===== config.mk =====
export PLATFORM = sky130hd
export DESIGN_NAME = bp_cce_lce_req_receiver_flat
export DESIGN_NICKNAME = d
export VERILOG_FILES = /design/src/rtl/bp_cce_lce_req_receiver_pkg.sv /design/src/rtl/bp_cce_lce_req_receiver_if.sv /design/src/rtl/bp_cce_lce_req_receiver_counter.sv /design/src/rtl/bp_cce_lce_req_receiver.sv /design/src/flat_wrapper.sv
export SDC_FILE = /design/constraint.sdc
export NUM_CORES = 1
export LEC_CHECK = 0
export ABC_AREA = 1
export BUFFER_PORTS_ARGS = -buffer_cell sky130_fd_sc_hd__buf_2
export CAP_MARGIN = 20
export CELL_PAD_IN_SITES_DETAIL_PLACEMENT = 1
export CELL_PAD_IN_SITES_GLOBAL_PLACEMENT = 1
export CORE_ASPECT_RATIO = 0.8
export CORE_MARGIN = 10
export CORE_UTILIZATION = 30
export CTS_BUF_LIST = sky130_fd_sc_hd__clkbuf_4 sky130_fd_sc_hd__clkbuf_8
export CTS_CLUSTER_SIZE = 14
export DETAILED_ROUTE_END_ITERATION = 16
export PLACE_DENSITY = 0.76
export REMOVE_ABC_BUFFERS = 1
export SLEW_MARGIN = 20
export SYNTH_ARGS = -nofsm -noshare
export SYNTH_HDL_FRONTEND = slang
export SYNTH_SLANG_ARGS = --single-unit

===== constraint.sdc =====
create_clock -name clk -period 22.8 [get_ports clk]
set_input_delay 2.28 -clock clk [delete_from_list [all_inputs] [get_ports clk]]
set_output_delay 2.28 -clock clk [all_outputs]
set_load 0.005 [all_outputs]

===== src/rtl/bp_cce_lce_req_receiver_pkg.sv =====
// rtl/bp_cce_lce_req_receiver_pkg.sv - BedRock LCE request types, widths and beat-count helper
package bp_cce_lce_req_receiver_pkg;

  localparam int paddr_width_p     = 40;
  localparam int lce_id_width_p    = 4;
  localparam int cce_block_width_p = 512;
  localparam int data_width_p      = 64;
  localparam int max_beats_lp      = cce_block_width_p / data_width_p;
  localparam int lg_beats_lp       = $clog2(max_beats_lp + 1);

  typedef enum logic [3:0] {
    e_bedrock_req_rd_miss = 4'd0,
    e_bedrock_req_wr_miss = 4'd1,
    e_bedrock_req_uc_rd   = 4'd2,
    e_bedrock_req_uc_wr   = 4'd3
  } bp_bedrock_req_type_e;

  // bytes = 1 << size
  typedef enum logic [2:0] {
    e_bedrock_msg_size_1   = 3'd0,
    e_bedrock_msg_size_2   = 3'd1,
    e_bedrock_msg_size_4   = 3'd2,
    e_bedrock_msg_size_8   = 3'd3,
    e_bedrock_msg_size_16  = 3'd4,
    e_bedrock_msg_size_32  = 3'd5,
    e_bedrock_msg_size_64  = 3'd6,
    e_bedrock_msg_size_128 = 3'd7
  } bp_bedrock_msg_size_e;

  typedef struct packed {
    logic [lce_id_width_p-1:0] lce_id;
    logic [paddr_width_p-1:0]  addr;
    bp_bedrock_msg_size_e      size;
    bp_bedrock_req_type_e      msg_type;
  } bp_bedrock_lce_req_msg_header_s;

  localparam int lce_req_msg_header_width_lp = $bits(bp_bedrock_lce_req_msg_header_s);

  // Shared with uncached-store senders: at least one beat, never more than a block.
  function automatic logic [lg_beats_lp-1:0] bp_me_size_to_beats(input logic [2:0] size,
                                                                 input int data_width);
    int bytes;
    int beats;
    bytes = 1 << size;
    beats = bytes / (data_width / 8);
    if (beats < 1) beats = 1;
    if (beats > max_beats_lp) beats = max_beats_lp;
    return lg_beats_lp'(beats);
  endfunction

endpackage


===== src/rtl/bp_cce_lce_req_receiver_if.sv =====
// rtl/bp_cce_lce_req_receiver_if.sv - LCE request burst channel plus assembled-record channel
interface bp_cce_lce_req_receiver_if;
  import bp_cce_lce_req_receiver_pkg::*;

  bp_bedrock_lce_req_msg_header_s lce_req_header;
  logic                           lce_req_header_v;
  logic                           lce_req_header_ready_and;
  logic [data_width_p-1:0]        lce_req_data;
  logic                           lce_req_data_v;
  logic                           lce_req_data_ready_and;
  logic                           lce_req_last;

  bp_bedrock_lce_req_msg_header_s req_header;
  logic [cce_block_width_p-1:0]   req_data;
  logic                           req_v;
  logic                           req_yumi;
  logic                           protocol_error;

  modport master (
    output lce_req_header, lce_req_header_v, lce_req_data, lce_req_data_v, lce_req_last, req_yumi,
    input  lce_req_header_ready_and, lce_req_data_ready_and, req_header, req_data, req_v,
           protocol_error
  );

  modport slave (
    input  lce_req_header, lce_req_header_v, lce_req_data, lce_req_data_v, lce_req_last, req_yumi,
    output lce_req_header_ready_and, lce_req_data_ready_and, req_header, req_data, req_v,
           protocol_error
  );
endinterface


===== src/rtl/bp_cce_lce_req_receiver_counter.sv =====
// rtl/bp_cce_lce_req_receiver_counter.sv - clear/up beat counter, clear has priority
module bp_cce_lce_req_receiver_counter #(
  parameter int width_p = 4
) (
  input  logic               clk,
  input  logic               rst,
  input  logic               clear,
  input  logic               up,
  output logic [width_p-1:0] count
);

  always_ff @(posedge clk or posedge rst) begin
    if (rst)        count <= '0;
    else if (clear) count <= '0;
    else if (up)    count <= count + width_p'(1);
  end

endmodule


===== src/rtl/bp_cce_lce_req_receiver.sv =====
// rtl/bp_cce_lce_req_receiver.sv - assembles one LCE request (header + beats) into a record for the CCE
module bp_cce_lce_req_receiver
  import bp_cce_lce_req_receiver_pkg::*;
(
  input logic                    clk,
  input logic                    rst,
  bp_cce_lce_req_receiver_if.slave bus
);

  typedef enum logic [1:0] {e_ready, e_recv_data, e_issue} state_e;

  state_e                         state_r, state_n;
  bp_bedrock_lce_req_msg_header_s header_r;
  logic [cce_block_width_p-1:0]   data_r;
  logic [lg_beats_lp-1:0]         count;
  logic [lg_beats_lp-1:0]         expected_in, expected_r;
  logic                           header_accept, data_accept, err_set, error_r;

  assign expected_in = (bus.lce_req_header.msg_type == e_bedrock_req_uc_wr)
                     ? bp_me_size_to_beats(bus.lce_req_header.size, data_width_p)
                     : '0;
  assign expected_r  = (header_r.msg_type == e_bedrock_req_uc_wr)
                     ? bp_me_size_to_beats(header_r.size, data_width_p)
                     : '0;

  // Readies come from state alone so there is no valid->ready combinational path.
  assign bus.lce_req_header_ready_and = (state_r == e_ready);
  assign bus.lce_req_data_ready_and   = (state_r == e_recv_data);
  assign bus.req_v                    = (state_r == e_issue);
  assign bus.req_header               = header_r;
  assign bus.req_data                 = data_r;
  assign bus.protocol_error           = error_r;

  assign header_accept = bus.lce_req_header_v && (state_r == e_ready);
  assign data_accept   = bus.lce_req_data_v && (state_r == e_recv_data);

  bp_cce_lce_req_receiver_counter #(.width_p(lg_beats_lp)) beat_counter (
    .clk   (clk),
    .rst   (rst),
    .clear (header_accept),
    .up    (data_accept),
    .count (count)
  );

  always_ff @(posedge clk or posedge rst) begin
    if (rst) state_r <= e_ready;
    else     state_r <= state_n;
  end

  always_comb begin
    state_n = state_r;
    err_set = 1'b0;
    case (state_r)
      e_ready: begin
        if (header_accept) begin
          if (expected_in == '0) begin
            state_n = e_issue;
            err_set = !bus.lce_req_last;
          end else begin
            state_n = e_recv_data;
          end
        end
      end
      e_recv_data: begin
        if (data_accept) begin
          if (count + lg_beats_lp'(1) == expected_r) begin
            state_n = e_issue;
            err_set = !bus.lce_req_last;
          end else if (bus.lce_req_last) begin
            // Early last: issue what arrived, missing beats stay zero.
            state_n = e_issue;
            err_set = 1'b1;
          end
        end
      end
      e_issue: begin
        if (bus.req_yumi) state_n = e_ready;
      end
      default: state_n = e_ready;
    endcase
  end

  always_ff @(posedge clk or posedge rst) begin
    if (rst)                header_r <= '0;
    else if (header_accept) header_r <= bus.lce_req_header;
  end

  always_ff @(posedge clk or posedge rst) begin
    if (rst) begin
      data_r <= '0;
    end else if (header_accept) begin
      data_r <= '0;
    end else if (data_accept) begin
      for (int k = 0; k < max_beats_lp; k++) begin
        if (count == lg_beats_lp'(k)) data_r[k*data_width_p +: data_width_p] <= bus.lce_req_data;
      end
    end
  end

  always_ff @(posedge clk or posedge rst) begin
    if (rst)          error_r <= 1'b0;
    else if (err_set) error_r <= 1'b1;
  end

  always @(negedge clk) begin
    assert (cce_block_width_p % data_width_p == 0);
    if (!rst) assert (!(bus.req_yumi && !bus.req_v));
  end

endmodule


===== src/flat_wrapper.sv =====
// flat-port wrapper written by rule: the top's interface ports become plain ports
module bp_cce_lce_req_receiver_flat import bp_cce_lce_req_receiver_pkg::*;
  (clk, rst, bus_lce_req_header, bus_lce_req_header_v, bus_lce_req_data, bus_lce_req_data_v, bus_lce_req_last, bus_req_yumi, bus_lce_req_header_ready_and, bus_lce_req_data_ready_and, bus_req_header, bus_req_data, bus_req_v, bus_protocol_error);
  bp_cce_lce_req_receiver_if bus_i ();
  input logic clk;
  input logic rst;
  input wire logic [$bits(bus_i.lce_req_header)-1:0] bus_lce_req_header;
  input wire logic [$bits(bus_i.lce_req_header_v)-1:0] bus_lce_req_header_v;
  input wire logic [$bits(bus_i.lce_req_data)-1:0] bus_lce_req_data;
  input wire logic [$bits(bus_i.lce_req_data_v)-1:0] bus_lce_req_data_v;
  input wire logic [$bits(bus_i.lce_req_last)-1:0] bus_lce_req_last;
  input wire logic [$bits(bus_i.req_yumi)-1:0] bus_req_yumi;
  output wire logic [$bits(bus_i.lce_req_header_ready_and)-1:0] bus_lce_req_header_ready_and;
  output wire logic [$bits(bus_i.lce_req_data_ready_and)-1:0] bus_lce_req_data_ready_and;
  output wire logic [$bits(bus_i.req_header)-1:0] bus_req_header;
  output wire logic [$bits(bus_i.req_data)-1:0] bus_req_data;
  output wire logic [$bits(bus_i.req_v)-1:0] bus_req_v;
  output wire logic [$bits(bus_i.protocol_error)-1:0] bus_protocol_error;
  assign bus_i.lce_req_header = bus_lce_req_header;
  assign bus_i.lce_req_header_v = bus_lce_req_header_v;
  assign bus_i.lce_req_data = bus_lce_req_data;
  assign bus_i.lce_req_data_v = bus_lce_req_data_v;
  assign bus_i.lce_req_last = bus_lce_req_last;
  assign bus_i.req_yumi = bus_req_yumi;
  assign bus_lce_req_header_ready_and = bus_i.lce_req_header_ready_and;
  assign bus_lce_req_data_ready_and = bus_i.lce_req_data_ready_and;
  assign bus_req_header = bus_i.req_header;
  assign bus_req_data = bus_i.req_data;
  assign bus_req_v = bus_i.req_v;
  assign bus_protocol_error = bus_i.protocol_error;
  bp_cce_lce_req_receiver u_core (.clk(clk), .rst(rst), .bus(bus_i));
endmodule

==> impl_metrics.env, run 1 <==
export IMPL_syn_to_final_growth_pct=26.2
export IMPL_vias_per_cell=4.59
export IMPL_gr_usage_all_layers_pct=19.5
export IMPL_r2r_start="u_core.state_r[0]"
export IMPL_grt_start_max_net_pins=149
export IMPL_leakagePower_uw=0.0162
export IMPL_path_max_fanout=140
export IMPL_place_gp_congestion=0.779
export IMPL_fin_util_pct=38.2
export IMPL_h_tree_depth=3
export IMPL_dp_hpwl_mm=61.5
export IMPL_grt_pass1_wl_mm=137
export IMPL_syn_inst=2635
export IMPL_final_cell_count_no_fill=4398
export IMPL_drt_pass1_iterations=7
export IMPL_max_cap_violations=0
export IMPL_dpl_cell_count=4231
export IMPL_cp_end_kind="asynchronous set/reset pin"
export IMPL_cts_sinks=570
export IMPL_yosysWarningCount=0
export IMPL_grt_busiest_layer="met2"
export IMPL_io_pins=688
export IMPL_synthDistinctLibCells=26
export IMPL_ctsLongestPathBuffers=3
export IMPL_clockRootBuffer="clkbuf_8"
export IMPL_hold_violations=0
export IMPL_cts_resized_gates=0
export IMPL_rsz0062_at_grt="false"
export IMPL_rows=91
export IMPL_drc=0
export IMPL_cts_hold_buf=0
export IMPL_place_area_sq_um=27400
export IMPL_antenna_found_initial=0
export IMPL_r2r_cells=7
export IMPL_cts_tree="yes"
export IMPL_ys_ff_latch=570
export IMPL_io_buffer_count=687
export IMPL_worst_pin_slew_ns=1.08
export IMPL_postRouteAntennaNets=0
export IMPL_crit_top_cell="buf_4"
export IMPL_drt_total_wl_mm=89.5
export IMPL_relSlewSlack_pct=27.9
export IMPL_finClkSkew_ns=0.0414
export IMPL_grt_pass1_vias=21900
export IMPL_multiInputGateArea_sq_um=6400
export IMPL_placeableCoreArea_sq_um=77000
export IMPL_grt_util_met3_pct=5.45
export IMPL_critical_path_required_ns=23.45
export IMPL_die_y_um=269
export IMPL_period_share_pct=19.2
export IMPL_drive_gt1_share_pct=27.7
export IMPL_dieArea_sq_um=89200
export IMPL_vdd_drop_max_mv=0.0572
export IMPL_synth_area_sq_um=23300
export IMPL_num_vias=20200
export IMPL_fill_cells=9397
export IMPL_critPathKind="in2async"
export IMPL_crit_slowest_cell="buf_4"
export IMPL_met1_usage_pct=24.4
export IMPL_hold_start="u_core.bus.req_header[26]"
export IMPL_clock_latency_ns=0.69
export IMPL_seq_area_sq_um=14300
export IMPL_crit_chain="buf_2 -> inv_8 -> buf_4 -> buf_4"
export IMPL_layout_nets=3430
export IMPL_setup_viol=0
export IMPL_synth_area_per_cell_sq_um=8.83
export IMPL_critPathArrivalTime_ns=5.02
export IMPL_hold_ws_ns=0.476
export IMPL_layout_common_cells="nand2_1, buf_2, dfrtp_1, inv_1, o21ai_0"
export IMPL_seq_area_frac_synth_pct=61.3
export IMPL_slew_viol_final=0
export IMPL_fp_dieW_um=331
export IMPL_final_common_cell="nand2_1"
export IMPL_drt_iter0_drc=1376
export IMPL_wl_per_cell_um=20.3
export IMPL_grt_overflow=0
export IMPL_final_area_sq_um=29400
export IMPL_fin_tns_setup_ns=0
export IMPL_startpoint_type="primary input"
export IMPL_start_util_pct=30.2
export IMPL_hold_class="reg2reg"
export IMPL_max_freq_ghz=0.229
export IMPL_holdPathStages=2
export IMPL_min_period_ns=4.37
export IMPL_clkTransAtPathRegs_ns=0.06
export IMPL_cpPeakStageDelay_ns=0.90
export IMPL_p_per_area_nw_per_um2=116
export IMPL_use_met2_pct=32.2
export IMPL_status="complete, no violations"
export IMPL_numCtsBuffers=94
export IMPL_post_cts_buffers=0
export IMPL_startpoint="rst"
==> logic make-up after synthesis <==
| kind of cell | Yosys count | share of synthesized area (%) |
|---|---|---|
| adders and majority gates | 5 | 0.269 |
| DFF | 570 | 61.3 |
| AOI/OAI and AO/OA | 401 | 8.80 |
| and+or+nand+nor | 1045 | 18.2 |
| buffers and inverters | 614 | 11.5 |
==> state kept, by name, indices dropped and copies added (netlist names) <==
name and count:
u_core.beat_counter.count 4, u_core.bus.protocol_error 1, u_core.bus.req_data 512, u_core.bus.req_header 51
u_core.state_r 2
==> path summary, 6_finish.rpt <==
path	endpoint	slack, ns
setup / recovery	u_core.bus.req_header[26]	18.43
setup reg to reg	u_core.bus.req_data[46]	19.54
hold reg to reg	u_core.bus.req_header[26]	0.48
min in group asynchronous	u_core.bus.req_data[108]	1.86
max in group clk	u_core.bus.req_data[46]	18.60
hold / removal	u_core.bus.req_header[26]	0.48
==> power by group <==
| part | internal [uW] | switching, uW | total, uW | leakage [uW] |
|---|---|---|---|---|
| clock | 526 | 429 | 955 | 0.00106 |
| sequential | 1270 | 143 | 1410 | 0.00752 |
| combinational | 337 | 697 | 1030 | 0.00763 |
| total | 2130 | 1270 | 3400 | 0.0162 |
==> cells in the mapped netlist (all sizes together) <==
library cell | number | area (sq um)
a21oi | 2 | 10.0
buf | 139 | 882
clkbuf | 1 | 3.75
dfrtp | 570 | 14300
ha | 5 | 62.6
inv | 474 | 1780
nand2 | 824 | 3110
nand3 | 137 | 696
nand3b | 1 | 7.51
nand4 | 4 | 25.0
nor2 | 79 | 397
o21ai | 396 | 2020
o22ai | 3 | 18.8
==> worst max-delay path: cells and delay by family <==
kind,cells,cell delay (ns)
buffers and inverters,4,2.57
==> metal layers <==
| layer | vias up | routed length (um) |
|---|---|---|
| met5 | - | 0 |
| met4 | 0 | 2620 |
| met3 | 138 | 6220 |
| met2 | 679 | 42400 |
| met1 | 10000 | 38200 |
| li1 | 9314 | - |
==> final cells by class <==
type / instances / area share, %
tap: 1023 / 4.36
timing repair buffer: 713 / 12.4
inverter: 474 / 6.12
clock buffer: 155 / 6.47
sequential: 570 / 48.6
antenna: 1 / 0.00852
clock inverter: 11 / 0.294
multi-input combinational: 1451 / 21.8
==> per-stage QoR <==
stage | power (uW) | setup WS [ns]
final | 3400 | 18.43
after global routing | 3630 | 18.01
after CTS | 3460 | 18.41
after detailed placement | 2480 | 17.63
after global placement | 2430 | 17.62
after floorplan | 1910 | 4.58
(Power assumes the default switching activity.)
==> inputs of run 2 (changes only) <==
Settings changed: PLACE_DENSITY 0.76 to 0.79.
Clock period 22.8 ns to 3.7 ns, I/O delays scaled along.
==> run 2 against run 1 <==
- die area is the same
- routed wire length grew 5.7%
- first-iteration DRC count grew 10%
- register-to-register slack lost 18 ns
- non-clock buffer count grew 83
- via count grew 4.2%
- clock power grew to 6.5 times the previous value
- clock skew grew 0.0026 ns
- sequential share of layout area shrank 1.7 points
- sequential power grew to 6.2 times the previous value
- critical path type is now reg2reg
==> impl_metrics.env, run 2 (synthesized netlist as in run 1, its figures left out) <==
export IMPL_dp_slack_ns=1.32
export IMPL_critPathArrivalTime_ns=2.97
export IMPL_vdd_drop_max_mv=0.521
export IMPL_grt_overflow=0
export IMPL_power_share_sequential_pct=40.6
export IMPL_drt_iter0_drc=1519
export IMPL_hold_violations=0
export IMPL_die_y_um=269
export IMPL_holdPathStages=5
export IMPL_power_internal_uw=13500
export IMPL_clock_latency_ns=0.70
export IMPL_grt_start_max_net_pins=176
export IMPL_switchingPower_uw=8120
export IMPL_drive_gt1_share_pct=27.8
export IMPL_cts_sinks=570
export IMPL_critical_path_required_ns=4.26
export IMPL_fin_ws_ns=1.29
export IMPL_period_share_pct=65.0
export IMPL_cp_end_kind="register"
export IMPL_leakagePower_uw=0.0167
export IMPL_setup_viol=0
export IMPL_post_cts_buffers=0
export IMPL_syn_to_final_growth_pct=30.7
export IMPL_worst_pin_slew_ns=1.13
export IMPL_crit_chain="inv_1 -> ha_1 -> nand2_2 -> o21ai_4 -> buf_4 -> o21ai_0"
export IMPL_grt_pass1_vias=22800
export IMPL_critPathKind="reg2reg"
export IMPL_layout_common_cells="nand2_1, buf_2, dfrtp_1, inv_1, o21ai_0"
export IMPL_clockRootBuffer="clkbuf_8"
export IMPL_cts_tree="yes"
export IMPL_r2r_cells=6
export IMPL_layout_nets=3515
export IMPL_hold_class="in2reg"
export IMPL_slew_viol_final=0
export IMPL_finClkSkew_ns=0.0439
export IMPL_fp_dieW_um=331
export IMPL_path_buf_inv=2
export IMPL_num_vias=21000
export IMPL_io_pins=688
export IMPL_largest_register_ffs=512
export IMPL_vias_per_cell=4.68
export IMPL_cts_resized_gates=0
export IMPL_placeableCoreArea_sq_um=77000
export IMPL_start_util_pct=30.2
export IMPL_relSlewSlack_pct=25.0
export IMPL_crit_slowest_cell="o21ai_4"
export IMPL_max_cap_violations=0
export IMPL_grt_pass1_wl_mm=144
export IMPL_switching_share_pct=37.6
export IMPL_min_period_ns=2.41
export IMPL_ctsLongestPathBuffers=3
export IMPL_cpPeakStageDelay_ns=0.70
export IMPL_antenna_found_initial=1
export IMPL_wl_per_cell_um=21.1
export IMPL_h_tree_depth=3
export IMPL_final_area_sq_um=30400
export IMPL_drc=0
export IMPL_cp_top_family="compound AO/OA/AOI/OAI gates"
export IMPL_dieArea_sq_um=89200
export IMPL_total_power_uw=21600
export IMPL_path_max_fanout=23
export IMPL_status="complete, no violations"
export IMPL_postRouteAntennaNets=0
export IMPL_clkPwrFrac_pct=28.8
export IMPL_rsz0062_at_grt="false"
export IMPL_clkTransAtPathRegs_ns=0.07
export IMPL_startpoint_type="register"
export IMPL_p_per_area_nw_per_um2=711
export IMPL_fin_util_pct=39.5
export IMPL_cts_hold_buf=63
export IMPL_drt_total_wl_mm=94.6
export IMPL_gr_usage_all_layers_pct=20.6
export IMPL_crit_cells=6
export IMPL_final_common_cell="nand2_1"
export IMPL_place_area_sq_um=27700
export IMPL_power_frac_comb_pct=30.7
export IMPL_dp_hpwl_mm=61.4
export IMPL_rows=91
export IMPL_numCtsBuffers=96
export IMPL_max_freq_ghz=0.416
export IMPL_place_gp_congestion=0.797
export IMPL_drt_pass1_iterations=5
export IMPL_io_buffer_count=687
[run 2: cell types whose count changed in the layout (fill, tap and decap cells not counted), sizes merged]
cell	previous run	this run
clkbuf	155	162
buf	713	733
bufinv	0	2
clkinvlp	3	2
dlygate4sd3	0	63
inv	474	475
[run 2: path summary, 6_finish.rpt]
path                       slack [ns]                          from                        end
setup / recovery                 1.29  u_core.beat_counter.count[0]   u_core.bus.req_data[408]
hold / removal                   0.09          bus_lce_req_data[18]   u_core.bus.req_data[338]
setup reg to reg                 1.29  u_core.beat_counter.count[0]   u_core.bus.req_data[408]
hold reg to reg                  0.48     u_core.bus.req_header[38]  u_core.bus.req_header[38]
max in group asynchronous        2.22                           rst   u_core.bus.req_data[241]
min in group asynchronous        0.45                           rst   u_core.bus.req_data[118]
[run 2: final cells by class]
class / instances / area (sq um)
Inverter: 474 / 1800
Clock buffer: 162 / 1960
Timing Repair Buffer: 796 / 4560
Antenna cell: 1 / 2.50
Multi-Input combinational cell: 1451 / 6400
Fill cell: 9297 / 46600
Sequential cell: 570 / 14300
Tap cell: 1023 / 1280
Clock inverter: 13 / 145
[run 2: power by group through the flow]
| stage | Clock [uW] | Sequential (uW) | Combinational (uW) |
|---|---|---|---|
| final | 6220 | 8770 | 6630 |
| after global routing | 6680 | 8950 | 7360 |
| after CTS | 6320 | 8730 | 6670 |
| after detailed placement | 0 | 8790 | 6550 |
| after global placement | 0 | 8740 | 6290 |
| after floorplan | 0 | 8880 | 2870 |
[run 2: worst register-to-register path: cells and delay by family (launching register included)]
| kind | cells | cell delay [ns] |
|---|---|---|
| adders and majority gates | 1 | 0.21 |
| buffers and inverters | 2 | 0.67 |
| DFF | 1 | 0.46 |
| and+or+nand+nor | 1 | 0.11 |
| AOI/OAI and AO/OA | 2 | 0.86 |
[run 2: per-layer routing]
layer  vias to the layer above  wire, um  track usage (%)
met5                         -         0                0
met4                         0      3400             7.74
met3                       184      6510             5.17
met2                       786     44800             34.1
met1                     10500     39900             25.8
li1                       9499         -                -
[run 2: stage by stage]
step / setup TNS, ns / hold WS [ns] / instances
2_1_floorplan: -8787.17 / 0.463 / 2495
3_3_place_gp: 0 / 0.456 / 4250
3_5_place_dp: 0 / 0.460 / 4250
4_1_cts: 0 / 0.00152 / 4488
5_1_grt: 0 / 0.0360 / 4489
6_report: 0 / 0.0931 / 4490
==> inputs of run 3 (changes only) <==
Settings changed: ABC_AREA 1 to 0, PLACE_DENSITY 0.79 to 0.76.
Clock period 3.7 ns to 2.4 ns, I/O delays scaled along.
==> run 3 against run 2 <==
- count of clock-buffer cells in the layout fell by 22
- critical path depth stayed put
- global-route usage shrank 0.67 points
- non-clock buffer count is 71 higher
- clock power grew 37%
- hold slack got worse by 0.0070 ns
- clock skew fell by 0.013 ns
- critical path type unchanged
- critical endpoint is now u_core.bus.req_data[201]
- largest cell class unchanged
==> impl_metrics.env, run 3 <==
export IMPL_min_period_ns=2.22
export IMPL_start_util_pct=30.4
export IMPL_h_tree_depth=3
export IMPL_dieArea_sq_um=82800
export IMPL_dpl_cell_count=3575
export IMPL_slew_viol_final=0
export IMPL_seq_area_frac_synth_pct=66.4
export IMPL_grt_start_max_net_pins=81
export IMPL_r2r_cells=6
export IMPL_path_max_fanout=76
export IMPL_fin_tns_setup_ns=0
export IMPL_hold_ws_ns=0.0861
export IMPL_setup_viol=0
export IMPL_syn_to_final_growth_pct=35.9
export IMPL_fin_util_pct=41.3
export IMPL_antenna_found_initial=3
export IMPL_num_vias=19400
export IMPL_yosysMostFrequentCell="dfrtp_1"
export IMPL_layout_nets=2964
export IMPL_yosys_most_used_dff="dfrtp_1"
export IMPL_yosysWarningCount=0
export IMPL_top_layer_used="met4"
export IMPL_fp_dieW_um=319
export IMPL_leakagePower_uw=0.0153
export IMPL_critical_path_required_ns=2.95
export IMPL_startpoint_type="register"
export IMPL_period_share_pct=92.5
export IMPL_rsz0062_at_grt="false"
export IMPL_async_reset_ff_share_pct=100
export IMPL_critPathArrivalTime_ns=2.77
export IMPL_finClkSkew_ns=0.0304
export IMPL_io_pins=688
export IMPL_synthDistinctLibCells=33
export IMPL_p_per_area_nw_per_um2=726
export IMPL_synth_top_cell_area_share_pct=66.4
export IMPL_r2r_end="u_core.bus.req_data[201]"
export IMPL_grt_pass1_vias=21000
export IMPL_final_cell_count_no_fill=3830
export IMPL_drive_gt1_share_pct=32.1
export IMPL_cp_top_family="buffers and inverters"
export IMPL_dp_hpwl_mm=57.4
export IMPL_hold_violations=0
export IMPL_wl_met3_mm=5.52
export IMPL_max_freq_ghz=0.450
export IMPL_path_buf_inv=2
export IMPL_hold_class="in2reg"
export IMPL_vias_per_cell=5.06
export IMPL_die_y_um=259
export IMPL_io_buffer_count=687
export IMPL_regToRegSetupSlack_ns=0.18
export IMPL_cts_sinks=570
export IMPL_drt_iter0_drc=1335
export IMPL_gr_usage_all_layers_pct=19.9
export IMPL_syn_inst=2067
export IMPL_postRouteAntennaNets=0
export IMPL_hold_end="u_core.bus.req_data[34]"
export IMPL_route_met2_wl_mm=41.2
export IMPL_numCtsBuffers=93
export IMPL_grt_pass1_wl_mm=130
export IMPL_post_cts_buffers=0
export IMPL_placeableCoreArea_sq_um=70800
export IMPL_drt_pass1_iterations=5
export IMPL_synth_area_sq_um=21500
export IMPL_cp_end_kind="register"
export IMPL_crit_chain="ha_1 -> buf_4 -> nand3b_1 -> buf_4 -> nand3_1 -> o21ai_0"
export IMPL_layout_common_cells="buf_2, dfrtp_1, nand3_1, o21ai_0, nand2_1"
export IMPL_crit_slowest_cell="buf_4"
export IMPL_synth_area_per_cell_sq_um=10.4
export IMPL_clock_latency_ns=0.67
export IMPL_clockRootBuffer="clkbuf_8"
export IMPL_place_gp_congestion=0.778
export IMPL_cts_tree="yes"
export IMPL_hold_start="bus_lce_req_data[34]"
export IMPL_ys_ff_latch=570
export IMPL_vdd_drop_max_mv=0.562
export IMPL_relSlewSlack_pct=36.7
export IMPL_final_common_cell="buf_2"
export IMPL_max_cap_violations=0
export IMPL_rows=87
export IMPL_grt_overflow=0
export IMPL_holdPathStages=3
export IMPL_worst_pin_slew_ns=0.950
export IMPL_ctsLongestPathBuffers=3
export IMPL_crit_top_cell="buf_4"
export IMPL_cpPeakStageDelay_ns=0.74
export IMPL_synth_edf_count=0
export IMPL_yosysTopAreaCell="dfrtp_1"
export IMPL_status="complete, no violations"
export IMPL_netlist_top_cells_count="dfrtp_1, nand3_1, o21ai_0"
export IMPL_drc=0
export IMPL_clkTransAtPathRegs_ns=0.07
export IMPL_largest_register_ffs=512
export IMPL_r2r_start="u_core.beat_counter.count[0]"
export IMPL_wl_per_cell_um=22.3
export IMPL_m1WireLength_mm=34.0
export IMPL_critPathKind="reg2reg"
export IMPL_ys_top_cells_by_area="dfrtp_1, nand3_1, o21ai_0"
export IMPL_drt_total_wl_mm=85.3
[run 3: report_power, final]
| part | switching, uW | internal (uW) | leakage [uW] |
|---|---|---|---|
| logic | 1720 | 818 | 0.00645 |
| clock network | 3930 | 4620 | 0.000972 |
| registers | 208 | 9920 | 0.00787 |
[run 3: layer usage]
metal	vias to the layer above	global-route usage [%]
met2	683	33.4
met1	9718	23.4
met5	-	0
met4	0	10.2
li1	8739	-
met3	224	5.43
[run 3: cell families (layout without fill, tap and decap cells)]
kind of cell | after synthesis | count (layout) | synth area share [%]
AO/OA/AOI/OAI | 525 | 525 | 12.3
XOR/XNOR | 2 | 2 | 0.0815
adder cells (fa/ha/maj) | 5 | 5 | 0.291
buffers and inverters | 195 | 1023 | 4.00
flip-flops | 570 | 570 | 66.4
multiplexers | 2 | 2 | 0.0990
other | 0 | 1 | 0
AND/OR/NAND/NOR | 768 | 768 | 16.8
[run 3: area by class of cell]
type / count / area, sq um
antenna: 1 / 2.50
clock buffer: 140 / 1750
clock inverter: 12 / 73.8
fill: 8171 / 41500
inverter: 4 / 22.5
multi-input combinational: 1302 / 6440
sequential: 570 / 14300
tap: 934 / 1170
timing repair buffer: 867 / 5480
[run 3: worst max-delay path by stage]
stage | start | endpoint | slack (ns) | depth (start not counted)
finish | u_core.beat_counter.count[0] | u_core.bus.req_data[201] | 0.18 | 6
global route | u_core.beat_counter.count[0] | u_core.bus.req_data[214] | 0.07 | 6
CTS | u_core.bus.req_header[3] | u_core.state_r[1] | 0.07 | 8
detailed placement | u_core.bus.req_header[3] | u_core.state_r[1] | 0.1 | 8
global placement | u_core.bus.req_header[3] | u_core.state_r[1] | 0.14 | 8
floorplan | rst | u_core.beat_counter.count[0] | -13.78 | 1
[run 3: repair_timing]
item                                    CTS  global route
resized for setup                         0             2
hold endpoints to repair                391             0
hold buffers                            102             0
endpoints found under the setup margin    0             1
[run 3: tightest hold or removal path: cells and delay by family]
| kind | cells | cell delay, ns |
|---|---|---|
| and+or+nand+nor | 1 | 0.24 |
| buffers and inverters | 1 | 0.11 |
| AOI/OAI and AO/OA | 1 | 0.11 |
[run 3: per-stage QoR]
step / power, uW / instance area, sq um / setup slack [ns]
floorplan: 11200 / 20600 / -13.78
global placement: 12600 / 26400 / 0.136
detailed placement: 12700 / 26400 / 0.0996
CTS: 21400 / 29200 / 0.0681
global route: 22100 / 29200 / 0.0665
finish: 21200 / 29200 / 0.180
